## src/rtl/fifo_pkg.sv

```systemverilog
// Shared definitions for the single-clock programmable FIFO: pointer sizing,
// read-mode encoding and the elaboration-time parameter legality check.
package fifo_pkg;

  typedef enum logic {
    MODE_STD  = 1'b0,
    MODE_FWFT = 1'b1
  } fifo_mode_e;

  // Pointers carry one extra wrap bit above the address bits.
  function automatic int ptr_width(input int size);
    return $clog2(size) + 1;
  endfunction

  localparam int DEF_SIZE  = 16;
  localparam int DEF_PTR_W = ptr_width(DEF_SIZE);

  function automatic bit params_ok(input int bits, input int size,
                                   input int afull_th, input int aempty_th);
    return (bits >= 1) && (size >= 4) && ((size & (size - 1)) == 0) &&
           (afull_th >= 1) && (afull_th <= size) &&
           (aempty_th >= 0) && (aempty_th <= size - 1);
  endfunction

endpackage

```

## src/rtl/fifo_mem.sv

```systemverilog
// Storage array for the FIFO: synchronous write port, asynchronous read port.
// Contents are deliberately not reset.
module fifo_mem #(
  parameter int BITS = 32,
  parameter int SIZE = 16
) (
  input  logic                     clk,
  input  logic                     wr_en,
  input  logic [$clog2(SIZE)-1:0]  wr_addr,
  input  logic [BITS-1:0]          wr_data,
  input  logic [$clog2(SIZE)-1:0]  rd_addr,
  output logic [BITS-1:0]          rd_data
);

  logic [BITS-1:0] mem [SIZE];

  always_ff @(posedge clk) begin
    if (wr_en) mem[wr_addr] <= wr_data;
  end

  assign rd_data = mem[rd_addr];

endmodule

```

## src/rtl/sync_fifo_prog.sv

```systemverilog
// Single-clock FIFO with programmable almost flags, fill level, sticky error
// flags and an optional first-word-fall-through head register.
module sync_fifo_prog
  import fifo_pkg::*;
#(
  parameter int BITS      = 32,
  parameter int SIZE      = 16,
  parameter int FWFT      = 0,
  parameter int AFULL_TH  = SIZE - 2,
  parameter int AEMPTY_TH = 2
) (
  input  logic                    clk,
  input  logic                    rst_n,
  input  logic                    wr_en,
  input  logic [BITS-1:0]         wr_data,
  output logic                    wr_full,
  output logic                    wr_almost_full,
  input  logic                    rd_en,
  output logic [BITS-1:0]         rd_data,
  output logic                    rd_valid,
  output logic                    rd_empty,
  output logic                    rd_almost_empty,
  output logic [$clog2(SIZE):0]   level,
  output logic                    overflow,
  output logic                    underflow,
  input  logic                    clr_err
);

  localparam int            PW       = ptr_width(SIZE);
  localparam int            AW       = PW - 1;
  localparam logic [PW-1:0] SIZE_L   = PW'(SIZE);
  localparam logic [PW-1:0] AFULL_L  = PW'(AFULL_TH);
  localparam logic [PW-1:0] AEMPTY_L = PW'(AEMPTY_TH);
  localparam fifo_mode_e    MODE     = (FWFT != 0) ? MODE_FWFT : MODE_STD;

  if (!params_ok(BITS, SIZE, AFULL_TH, AEMPTY_TH)) begin : g_param_check
    $error("sync_fifo_prog: illegal BITS/SIZE/AFULL_TH/AEMPTY_TH combination");
  end

  logic [PW-1:0]   wr_ptr;
  logic [PW-1:0]   rd_ptr;
  logic [BITS-1:0] mem_rd_data;
  logic            wr_acc;
  logic            rd_acc;

  // Handshake: a write transfers when wr_en && !wr_full, a read when
  // rd_en && !rd_empty; both flags are registered state from before the edge,
  // and a rejected request changes nothing except the sticky error flag.
  assign wr_acc          = wr_en && !wr_full;
  assign rd_acc          = rd_en && !rd_empty;
  assign wr_full         = (level == SIZE_L);
  assign wr_almost_full  = (level >= AFULL_L);
  assign rd_almost_empty = (level <= AEMPTY_L);

  fifo_mem #(.BITS(BITS), .SIZE(SIZE)) u_mem (
    .clk     (clk),
    .wr_en   (wr_acc),
    .wr_addr (wr_ptr[AW-1:0]),
    .wr_data (wr_data),
    .rd_addr (rd_ptr[AW-1:0]),
    .rd_data (mem_rd_data)
  );

  always_ff @(posedge clk or negedge rst_n) begin
    if (!rst_n) begin
      wr_ptr    <= '0;
      level     <= '0;
      overflow  <= 1'b0;
      underflow <= 1'b0;
    end else begin
      if (wr_acc) wr_ptr <= wr_ptr + PW'(1);
      case ({wr_acc, rd_acc})
        2'b10:   level <= level + PW'(1);
        2'b01:   level <= level - PW'(1);
        default: level <= level;
      endcase
      overflow  <= (overflow  && !clr_err) || (wr_en && wr_full);
      underflow <= (underflow && !clr_err) || (rd_en && rd_empty);
    end
  end

  if (MODE == MODE_STD) begin : g_std
    assign rd_empty = (wr_ptr == rd_ptr);

    always_ff @(posedge clk or negedge rst_n) begin
      if (!rst_n) begin
        rd_ptr   <= '0;
        rd_data  <= '0;
        rd_valid <= 1'b0;
      end else begin
        rd_valid <= rd_acc;
        if (rd_acc) begin
          rd_data <= mem_rd_data;
          rd_ptr  <= rd_ptr + PW'(1);
        end
      end
    end
  end else begin : g_fwft
    logic mem_empty;
    logic load;

    // rd_data/rd_valid form the head register; refill it from memory whenever
    // it is empty or being popped this cycle, so reads can run back to back.
    assign mem_empty = (wr_ptr == rd_ptr);
    assign load      = !mem_empty && (!rd_valid || rd_acc);
    assign rd_empty  = !rd_valid;

    always_ff @(posedge clk or negedge rst_n) begin
      if (!rst_n) begin
        rd_ptr   <= '0;
        rd_data  <= '0;
        rd_valid <= 1'b0;
      end else if (load) begin
        rd_data  <= mem_rd_data;
        rd_valid <= 1'b1;
        rd_ptr   <= rd_ptr + PW'(1);
      end else if (rd_acc) begin
        rd_valid <= 1'b0;
      end
    end
  end

endmodule

```

## config.mk

```make
export PLATFORM = sky130hd
export DESIGN_NAME = sync_fifo_prog
export DESIGN_NICKNAME = d
export VERILOG_FILES = /design/src/rtl/fifo_pkg.sv /design/src/rtl/fifo_mem.sv /design/src/rtl/sync_fifo_prog.sv
export SDC_FILE = /design/constraint.sdc
export NUM_CORES = 1
export LEC_CHECK = 0
export ABC_CLOCK_PERIOD_IN_PS = 3700
export BUFFER_PORTS_ARGS = -buffer_cell sky130_fd_sc_hd__clkbuf_2
export CORE_MARGIN = 8
export CORE_UTILIZATION = 55
export CTS_BUF_LIST = sky130_fd_sc_hd__clkbuf_8
export DETAILED_ROUTE_END_ITERATION = 8
export PLACE_DENSITY_LB_ADDON = 0.05
export SETUP_SLACK_MARGIN = 0.1
export SYNTH_ARGS = -nofsm -noshare
export SYNTH_HDL_FRONTEND = slang
export SYNTH_SLANG_ARGS = --single-unit
```

## constraint.sdc

```tcl
create_clock -name clk -period 3.7 [get_ports clk]
set_input_delay 0.925 -clock clk [delete_from_list [all_inputs] [get_ports clk]]
set_output_delay 0.925 -clock clk [all_outputs]
set_load 0.005 [all_outputs]
```

==> reports/qor.yml <==
status:
  status: "finished clean"
finish:
  drive_gt1_share_pct: 29.3
  layout.cells.non_filler: 1837
  area_growth_pct: 13.9
  nFillCells: 2823
  final_util_pct: 63.0
  fin_nets: 1284
die:
  dieHeight_um: 215
  die_area_mm2: 0.0462
  die_w_um: 215
  initial_utilization_pct: 55.3
  rows: 73
  ios: 81
  core_area_mm2: 0.0394
global_route:
  grt_pass1_vias: 11200
  grt_usage_pct: 20.0
  antenna_found_initial: 2
  grt_max_degree: 153
  grt_overflow_total: 0
  grt_pass1_wl_um: 69700
power_and_ir_drop:
  p_leak_nw: 8.33
  ir_worst_vdd_v: 0.000554
  power_density_mw_per_mm2: 754
placement:
  dp.cells: 1670
  gp_congestion: 0.719
  dp_hpwl_um: 23400
  dpl_worst_slack_ns: 0.787
  io_buffers: 80
timing:
  finalClockSkew_ns: 0.0232
  whs_ns: 0.244
  fmax_mhz: 319
  tns_ns: 0
  final.setup.worst_slack_ns: 0.563
  rsz0062_at_grt: "no"
  maxSlewHeadroom_pct: 26.9
  finalHoldViolations: 0
  layout_worst_path_cycle_share_pct: 84.8
  fin_crit_ns: 3.14
  worst_pin_slew_ns: 1.09
  setup_viol_count_final: 0
  drv_slew: 0
clock_tree:
  postCtsResizedCells: 0
  cts_tree: "built"
  insertion_delay_ns: 0.63
  numCtsBuffers: 90
  cts_hold_buffers: 0
  clockBufferDepth: 3
  clk_pin_slew_ns: 0.06
  post_cts_buffers: 0
  htree_levels: 3
  ctsRootBufferMaster: "clkbuf_8"
  clock-sinks: 562
logic_synthesis:
  synth_top_flop_cell: "edfxtp_1"
  ys_ff_latch: 562
  yosysSeqAreaShare_pct: 76.4
  yosysMostFrequentCell: "edfxtp_1"
  synth_area_per_cell_um2: 19.9
  synthArstFlopShare_pct: 8.90
  synthDistinctLibCells: 31
  synth_area_leader_cell: "edfxtp_1"
  syn_inst: 1096
  yosys-top-cells-area: "edfxtp_1 71%, mux4_2 9.9%, dfrtp_1 5.7%"
  synth_common_cells: "512 x edfxtp_1, 96 x mux4_2, 66 x a21oi_1"
  synth_edf_count: 512
  synthesis.nets: 1143
  netlist_area_mm2: 0.0218
  synth_top_area_share_pct: 70.6
  ys_warn_count: 0
detailed_routing:
  drtAntennaViolNets: 0
  vias: 10600
  vias_per_cell: 5.78
  wl_per_cell_um: 24.8
  drt_iter0_markers: 777
  routed_wl_um: 45600
  firstDrtPassIters: 5
  drc: 0
worst_setup_path:
  cp.arrival_ns: 2.21
  required_ns: 2.77
  critical_path_class: "reg -> out"
  cp_max_fo: 10
  crit_path_start_kind: "register"
  worstSetupEndpointType: "output port"
worst_hold_path:
  min_path_type: "in -> async"
flow_run:
  maxCapViolations: 0
-- final cells by class --
class / instances / area (um2) / area share, %
Antenna cell: 1 / 2.50 / 0.0101
Clock buffer: 105 / 1450 / 5.83
Tap cell: 525 / 657 / 2.65
Sequential cell: 562 / 16600 / 67.1
Timing Repair Buffer: 114 / 768 / 3.10
Clock inverter: 61 / 349 / 1.41
Multi-Input combinational cell: 464 / 4920 / 19.8
Inverter: 5 / 18.8 / 0.0757
-- state kept, by name, indices dropped and copies added, names as in the netlist --
register / flops
rd_data: 32
rd_ptr: 5
underflow: 1
rd_valid: 1
level: 5
overflow: 1
u_mem.mem: 512
wr_ptr: 5
-- per-layer routing --
layer  GRT usage (%)  share of wire (%)
met1            27.6                 45
met2            32.2                 49
met3            3.79                4.8
met4            6.15                1.7
met5               0              0.037
-- where the power goes --
part           internal, mW  leakage, nW  switching (mW)
logic                  2.37         2.07            2.98
registers              7.80         5.19           0.359
clock network          2.86         1.07            2.33
-- stage by stage --
step,area [um2],total power [mW]
after floorplan,21800,12.0
after global placement,23000,13.7
after detailed placement,23000,13.7
after CTS,24800,19.0
after global routing,24800,19.7
final,24800,18.7
-- kinds of logic after synthesis --
group                      share of synthesized area (%)
buffers and inverters                               1.70
AOI/OAI and AO/OA                                   4.26
DFF                                                 76.4
and+or+nand+nor                                     3.20
muxes                                               13.2
adders and majority gates                          0.609
xor gates and xnor gates                           0.724
-- placed cells by master (no fill, tap or decap), drive strengths merged, types with 4 or more instances in the layout --
cell	n
clkbuf	184
buf	35
mux4	96
a2111oi	33
inv	48
mux2i	32
nor3	4
xor2	7
a211oi	32
bufinv	4
clkinv	13
ha	9
edfxtp	512
nor2	45
nand2	10
mux2	34
a21oi	66
dfrtp	50
nor2b	65
xnor2	11
nand4	4
-- critical path, stage by stage (launching register included) --
cell and delay, ns:
dfrtp_1 0.68, xor2_1 0.17, nor4_1 0.53, clkbuf_2 0.23
-- path summary, 6_finish.rpt --
check	from	to	slack, ns	cells past startpoint
min	rst_n	rd_data[8]$_DFFE_PN0P_	0.24	1
min in group clk	wr_ptr[4]$_DFFE_PN0P_	wr_ptr[4]$_DFFE_PN0P_	0.50	1
min reg2reg	wr_ptr[4]$_DFFE_PN0P_	wr_ptr[4]$_DFFE_PN0P_	0.50	1
max in group asynchronous	rst_n	rd_data[23]$_DFFE_PN0P_	2.71	2
max	wr_ptr[3]$_DFFE_PN0P_	rd_empty	0.56	3
max reg2reg	wr_ptr[3]$_DFFE_PN0P_	level[4]$_DFFE_PN0P_	0.82	9
(Power assumes the default switching activity.)
